### src/rtl/uart_apb_pkg.sv
// Shared definitions for the UART APB master and slave:
// FSM state type, register offsets and CTRL/STATUS bit positions.
package uart_apb_pkg;

  typedef enum logic [1:0] {
    ST_IDLE   = 2'd0,
    ST_SETUP  = 2'd1,
    ST_ACCESS = 2'd2
  } apb_state_t;

  // Register map (byte offsets within the UART APB window)
  localparam logic [9:0] REG_TX_FIFO   = 10'h000;
  localparam logic [9:0] REG_RX_FIFO   = 10'h004;
  localparam logic [9:0] REG_CTRL      = 10'h008;
  localparam logic [9:0] REG_STATUS    = 10'h00C;
  localparam logic [9:0] REG_INTERRUPT = 10'h010;

  // CTRL bit positions
  localparam int unsigned CTRL_TX_EN_BIT  = 0;
  localparam int unsigned CTRL_RX_EN_BIT  = 1;
  localparam int unsigned CTRL_TX_IE_BIT  = 2;
  localparam int unsigned CTRL_RX_IE_BIT  = 3;

  // STATUS bit positions
  localparam int unsigned STATUS_TX_FULL_BIT  = 0;
  localparam int unsigned STATUS_TX_EMPTY_BIT = 1;
  localparam int unsigned STATUS_RX_FULL_BIT  = 2;
  localparam int unsigned STATUS_RX_EMPTY_BIT = 3;

endpackage

### src/rtl/apb_master_timeout_ctr.sv
// ACCESS-phase wait counter for the APB master. Cleared while the
// master is in SETUP, advances on each stalled ACCESS cycle, and flags
// when it has reached TIMEOUT_CYCLES-1.
module apb_master_timeout_ctr #(
  parameter int unsigned TIMEOUT_CYCLES = 16
) (
  input  logic clk,
  input  logic rst,
  input  logic start,
  input  logic inc,
  output logic limit
);

  localparam int unsigned CW = (TIMEOUT_CYCLES > 2) ? $clog2(TIMEOUT_CYCLES) : 1;
  localparam logic [CW-1:0] LAST = CW'(TIMEOUT_CYCLES - 1);

  logic [CW-1:0] count;

  // Wait counter; saturates at LAST since the master aborts there
  always_ff @(posedge clk or posedge rst) begin
    if (rst) begin
      count <= '0;
    end else if (start) begin
      count <= '0;
    end else if (inc && (count != LAST)) begin
      count <= count + CW'(1);
    end
  end

  assign limit = (count == LAST);

endmodule

### src/rtl/apb_uart_master.sv
// APB initiator for the UART slave port: one command at a time on a
// valid/ready request channel, sequenced through SETUP/ACCESS, with the
// result returned on a valid/ready response channel.
// Optional ACCESS timeout: define APB_MASTER_TIMEOUT_EN.
module apb_uart_master
  import uart_apb_pkg::*;
#(
  parameter int unsigned ADDR_WIDTH     = 10,
  parameter int unsigned DATA_WIDTH     = 8,
  parameter int unsigned TIMEOUT_CYCLES = 16
) (
  input  logic                    PCLK_i,
  input  logic                    PRESET_i,
  input  logic                    cmd_valid_i,
  output logic                    cmd_ready_o,
  input  logic                    cmd_write_i,
  input  logic [ADDR_WIDTH-1:0]   cmd_addr_i,
  input  logic [DATA_WIDTH-1:0]   cmd_wdata_i,
  output logic                    rsp_valid_o,
  input  logic                    rsp_ready_i,
  output logic [DATA_WIDTH-1:0]   rsp_rdata_o,
  output logic                    rsp_err_o,
  output logic                    rsp_timeout_o,
  output logic [ADDR_WIDTH-1:0]   PADDR_o,
  output logic                    PWRITE_o,
  output logic [DATA_WIDTH-1:0]   PWDATA_o,
  output logic [DATA_WIDTH/8-1:0] PSTRB_o,
  output logic                    PSEL_o,
  output logic                    PENABLE_o,
  input  logic [DATA_WIDTH-1:0]   PRDATA_i,
  input  logic                    PREADY_i,
  input  logic                    PSLVERR_i
);

  if ((DATA_WIDTH % 8) != 0 || DATA_WIDTH == 0) begin : g_bad_data_width
    $error("DATA_WIDTH must be a non-zero multiple of 8");
  end
  if (TIMEOUT_CYCLES < 1) begin : g_bad_timeout
    $error("TIMEOUT_CYCLES must be at least 1");
  end

  apb_state_t state;

  // Only registered state feeds the request ready
  assign cmd_ready_o = (state == ST_IDLE) && !rsp_valid_o;

`ifdef APB_MASTER_TIMEOUT_EN
  logic ctr_start;
  logic ctr_inc;
  logic ctr_limit;

  assign ctr_start = (state == ST_SETUP);
  assign ctr_inc   = (state == ST_ACCESS) && !PREADY_i;

  apb_master_timeout_ctr #(
    .TIMEOUT_CYCLES(TIMEOUT_CYCLES)
  ) u_timeout_ctr (
    .clk  (PCLK_i),
    .rst  (PRESET_i),
    .start(ctr_start),
    .inc  (ctr_inc),
    .limit(ctr_limit)
  );
`else
  assign rsp_timeout_o = 1'b0;
`endif

  // APB sequencing FSM with registered bus and response outputs
  always_ff @(posedge PCLK_i or posedge PRESET_i) begin
    if (PRESET_i) begin
      state       <= ST_IDLE;
      PADDR_o     <= '0;
      PWRITE_o    <= 1'b0;
      PWDATA_o    <= '0;
      PSTRB_o     <= '0;
      PSEL_o      <= 1'b0;
      PENABLE_o   <= 1'b0;
      rsp_valid_o <= 1'b0;
      rsp_rdata_o <= '0;
      rsp_err_o   <= 1'b0;
`ifdef APB_MASTER_TIMEOUT_EN
      rsp_timeout_o <= 1'b0;
`endif
    end else begin
      // Response consumed; cannot collide with capture, which only
      // happens in ACCESS while no response is pending
      if (rsp_valid_o && rsp_ready_i) begin
        rsp_valid_o <= 1'b0;
        rsp_rdata_o <= '0;
        rsp_err_o   <= 1'b0;
`ifdef APB_MASTER_TIMEOUT_EN
        rsp_timeout_o <= 1'b0;
`endif
      end

      case (state)
        ST_IDLE: begin
          if (cmd_valid_i && cmd_ready_o) begin
            PADDR_o  <= cmd_addr_i;
            PWRITE_o <= cmd_write_i;
            PWDATA_o <= cmd_wdata_i;
            PSTRB_o  <= cmd_write_i ? '1 : '0;
            PSEL_o   <= 1'b1;
            state    <= ST_SETUP;
          end
        end
        ST_SETUP: begin
          PENABLE_o <= 1'b1;
          state     <= ST_ACCESS;
        end
        ST_ACCESS: begin
          if (PREADY_i) begin
            PSEL_o      <= 1'b0;
            PENABLE_o   <= 1'b0;
            rsp_valid_o <= 1'b1;
            rsp_rdata_o <= PWRITE_o ? '0 : PRDATA_i;
            rsp_err_o   <= PSLVERR_i;
            state       <= ST_IDLE;
          end
`ifdef APB_MASTER_TIMEOUT_EN
          else if (ctr_limit) begin
            PSEL_o        <= 1'b0;
            PENABLE_o     <= 1'b0;
            rsp_valid_o   <= 1'b1;
            rsp_rdata_o   <= '0;
            rsp_err_o     <= 1'b1;
            rsp_timeout_o <= 1'b1;
            state         <= ST_IDLE;
          end
`endif
        end
        default: begin
          PSEL_o    <= 1'b0;
          PENABLE_o <= 1'b0;
          state     <= ST_IDLE;
        end
      endcase
    end
  end

endmodule

### config.mk
export PLATFORM = sky130hd
export DESIGN_NAME = apb_uart_master
export DESIGN_NICKNAME = d
export VERILOG_FILES = /design/src/rtl/uart_apb_pkg.sv /design/src/rtl/apb_master_timeout_ctr.sv /design/src/rtl/apb_uart_master.sv
export SDC_FILE = /design/constraint.sdc
export NUM_CORES = 1
export LEC_CHECK = 0
export ABC_AREA = 1
export CAP_MARGIN = 15
export CORE_MARGIN = 4
export CORE_UTILIZATION = 30
export DETAILED_ROUTE_END_ITERATION = 8
export GPL_TIMING_DRIVEN = 0
export MAX_ROUTING_LAYER = met4
export SYNTH_ARGS = -nofsm -noshare
export SYNTH_HDL_FRONTEND = slang
export SYNTH_SLANG_ARGS = --single-unit
### constraint.sdc
create_clock -name PCLK_i -period 1.7 [get_ports PCLK_i]
set_input_delay 0.17 -clock PCLK_i [delete_from_list [all_inputs] [get_ports PCLK_i]]
set_output_delay 0.17 -clock PCLK_i [all_outputs]
set_load 0.01 [all_outputs]
[Word-level counts from Yosys, hierarchy flattened]
Index checks and enable logic that the tools add are counted.
Storage, ports and cells
  register bits: 34
  input port bits: 33
  output and inout bits: 34
Cells by class
  equal/unequal tests: 4
  muxes and demuxes: 18
  bitwise logic cells: 2
  reductions and logical operators: 9
Operator list (number)
  8-bit 2-to-1 mux: 4
  1-bit 2-to-1 mux: 9
  1-bit one-hot mux with 3 select lines: 2
  2-bit one-hot mux with 3 select lines: 1
  2-bit AND reduction: 3
  2-bit 2-to-1 mux: 2
  1-bit logical AND: 3
  3-bit AND reduction: 1
  2-bit by 1-bit equality test with 1-bit output, second input constant: 1
  2-bit equality test, second input constant: 1
  2-bit zero test: 1
  2-bit by 1-bit inequality test with 1-bit output, second input constant: 1
  2-bit inequality test, second input constant: 1
  1-bit inverter: 2
  1-bit zero test: 1

[Logic depth before layout (Yosys ltp)]
  word-level depth: 5
  depth in mapped cells: 5

[Least setup slack after synthesis]
Ideal clock, no wire load.
  path type: reg2reg
  start: register state[1]
  end: register PADDR_o[2]
  data arrival time: 914 ps
  path slack: 669 ps
  cell stages (with the launch flop): 6
  period minus slack after synthesis: 1031 ps
  path through: dfrtp_1 -> nor2_2 -> nand3_1 -> buf_2 -> nand2_1 -> nand2_1
On the way
  cells in the longest elaborated chain, start to end: 4
RTL lines
  start, declared: RTL line apb_uart_master.sv:42  | apb_state_t state;
  start signal, assigned: RTL line apb_uart_master.sv:71  | state <= ST_IDLE;
  start signal, assigned: RTL line apb_uart_master.sv:104  | state <= ST_SETUP;
  start signal, assigned: RTL line apb_uart_master.sv:109  | state <= ST_ACCESS;
  2-bit zero test (*): RTL line apb_uart_master.sv:45, apb_uart_master.sv:96
  1-bit logical AND: RTL line apb_uart_master.sv:45  | assign cmd_ready_o = (state == ST_IDLE) && !rsp_valid_o;
  1-bit logical AND: RTL line apb_uart_master.sv:98  | if (cmd_valid_i && cmd_ready_o) begin
  2-bit AND reduction (no source line) (*)
  end signal, assigned: RTL line apb_uart_master.sv:99  | PADDR_o <= cmd_addr_i;
  end, declared: RTL line apb_uart_master.sv:24  | output logic [ADDR_WIDTH-1:0] PADDR_o,
Mark *: on every way between the ends. The rest lies on a longest branch, timed or not.
A chain may end at the register's enable or synchronous reset.

[Worst setup path in the final report]
  start: register PWRITE_o
  end: output port PWRITE_o
RTL lines
  start, declared: RTL line apb_uart_master.sv:25  | output logic PWRITE_o,
  start signal, assigned: RTL line apb_uart_master.sv:100  | PWRITE_o <= cmd_write_i;
No word-level cell between the ends.

==> impl_metrics.yaml <==
outcome:
  status: "completed"
global_routing:
  grt-ovfl-total: 0
  antenna_found_initial: 0
  grt.total_usage_pct: 14.9
  grt_pass1_vias: 1443
  grt_max_degree: 22
  grt_pass1_wl_microns: 6840
synthesis:
  ys_seq_area_share_pct: 57.9
  synth-adder-area-share_pct: 0
  yosys.area_share.simple_pct: 31.8
  syn_inst: 165
  syn-cell-area_sq_um: 1430
  synth_fp_nets: 198
  ys_types: 16
  synth-compound-area-share_pct: 1.05
  synth_seq_cells: 33
  synth-xor-area-share_pct: 0
  avgSynthCellArea_sq_um: 8.64
  synth_top_family_by_area: "simple AND/OR/NAND/NOR gates"
  ys_warn_count: 0
  synthMuxAreaShare_pct: 0
setup_path:
  regToRegEndpoint: "PADDR_o[4]"
  cp.required_ns: 1.53
  reg2regPathDepth: 5
  crit_fanout: 3
  path_cells: "buf_4 -> clkdlybuf4s50_1"
  max_stage_delay_ns: 0.55
  critPathArrivalTime_ns: 1.29
  reg2reg_slack_ns: 0.52
  start_kind: "register"
  cp_slowest_cell: "clkdlybuf4s50_1"
  r2r-start: "state[1]"
  end_kind: "output port"
  critPathLaunch: "PWRITE_o"
  path_class: "register to output port"
power_and_ir_drop:
  seqPwrFrac_pct: 35.5
  p_switching_mw: 1.37
  p_clk_share_pct: 15.1
  finalPower_mw: 3.84
  p_leak_nw: 1.12
  p_int_mw: 2.47
  peakVddDrop_mv: 0.739
  p_comb_share_pct: 49.4
  p_sw_share_pct: 35.6
  power_density_nw_per_um2: 1700
timing:
  clock_skew_ns: 0.00237
  worst_pin_slew_ns: 0.585
  rsz0062_at_grt: "no"
  final_hold_viol_count: 0
  max-slew-margin-rel_pct: 60.9
  fmax_ghz: 0.685
  fin_setup_tns_ns: 0
  layout_min_cycle_time_ns: 1.46
  post-route-period-util_pct: 85.8
  setup-violations-final: 0
  drv_slew: 0
route:
  vias_per_cell: 4.59
  wl_microns: 3900
  drt-pass1-iter-count: 4
  wl_per_cell_microns: 13.5
  drc: 0
  dr_total_vias: 1331
  ant_nets: 0
  dr.first_iter.drc_count: 50
final_layout:
  antennaDiodeCount: 0
  nNetsFinal: 271
  areaGrowthSynthToFinish_pct: 58.3
  post-route-util_pct: 50.5
  final_area_sq_um: 2260
  drive_above_1_share_pct: 8.40
  final_cells: 290
cts:
  cts_max_level: 2
  clk_latency_ns: 0.27
  cts-root-buf: "clkbuf_8"
  cts_sinks: 33
  numCtsBuffers: 5
  cts_buffer_depth: 2
  ctsHoldBuffers: 0
  cts.reportedPaths.clkPinSlew_ns: 0.06
  cts_tree: "done"
floorplan:
  core_sq_um: 4470
  die_w_microns: 77.0
  dieArea_sq_um: 5920
  die_h_microns: 77.0
  io_pins: 67
  fp-row-count: 24
  initial_core_util_pct: 31.9
place:
  dp_hpwl_microns: 2880
  placed_area_sq_um: 2170
  dpl.cell_count: 283
  place_congestion: 0.722
  placement.io_buffers: 65
job:
  drv_cap: 0
min_path:
  hp-class: "primary input to asynchronous set/reset pin"
-- how the worst max path moves through the flow --
stage | slack (ns) | depth (start not counted) | to
global route | 0.18 | 2 | PWRITE_o
detailed placement | 0.30 | 5 | PWDATA_o[4]
floorplan | 0.67 | 5 | PADDR_o[2]
CTS | 0.01 | 2 | cmd_ready_o
global placement | -0.04 | 2 | PWDATA_o[2]
finish | 0.24 | 2 | PWRITE_o
-- power groups by stage --
stage | logic, mW | clock network (mW) | registers (mW)
after floorplan | 0.730 | 0 | 1.52
after global placement | 1.91 | 0 | 1.37
after detailed placement | 1.94 | 0 | 1.37
after CTS | 1.94 | 0.601 | 1.36
after global routing | 2.11 | 0.620 | 1.42
final | 1.89 | 0.581 | 1.36
-- layout make-up --
cell class	count	area [sq um]
plain buffers	12	78.8
inverters	13	48.8
clock buffers	7	86.3
repair buffers	66	681
multi-input cells	107	473
flip-flops and latches	33	826
well taps	52	65.1
fillers	437	2220
-- critical path: cells and delay by family (launching register included) --
kind | cells | cell delay [ns]
flip-flops | 1 | 0.36
buffers and inverters | 2 | 0.66
-- kinds of logic after synthesis --
logic type,Yosys count
compound gates,3
flops,33
buf+inv,25
simple gates,103
other cells,1
-- metal layers --
metal | up-vias | global-route usage [%] | share of wire, %
met3 | 5 | 3.75 | 5.7
met1 | 612 | 18.9 | 46
li1 | 670 | - | -
met5 | - | - | 0
met4 | 0 | 5.98 | 1.5
met2 | 44 | 22.9 | 47
-- metrics by stage --
step,setup slack [ns],hold WS [ns]
6_report,0.241,0.254
4_1_cts,0.0100,0.267
2_1_floorplan,0.669,0.277
3_3_place_gp,-0.0356,0.454
3_5_place_dp,0.303,0.462
5_1_grt,0.178,0.317
-- cell usage after synthesis --
cell type   n  area share (%)
buf_1       1            0.26
buf_2       6             2.1
buf_4       3             1.6
buf_6       2             1.6
clkinv_1    1            0.26
conb_1      1            0.26
dfrtp_1    33              58
inv_1      12             3.2
nand2_1    62              16
nand3_1    11             3.9
nand4_1    19             8.3
nor2_1      8             2.1
nor2_2      1            0.44
nor3_1      1            0.35
o21ai_0     3             1.1
or2_2       1            0.44
-- flip-flops by register name (all words and copies together), names as in the netlist --
signal	cells
state	2
rsp_valid_o	1
rsp_rdata_o	8
PSEL_o	1
PWRITE_o	1
PENABLE_o	1
PADDR_o	10
PWDATA_o	8
rsp_err_o	1
-- layout by cell type, fill, tap and decap left out, drive strengths merged --
master and count:
conb 1, nand2 62, inv 12, clkinv 1, nor3 1, clkbuf 7, dlymetal6s2s 1, or2 1
o21ai 3, nor2 9, clkdlybuf4s50 64, nand4 19, buf 13, dfrtp 33, nand3 11
-- timing repair --
item,4_1_cts,5_1_grt
setup buffers,0,0
setup endpoints to repair,0,1
gates resized for setup,0,1
No activity file was read; power rests on OpenSTA's default activity.
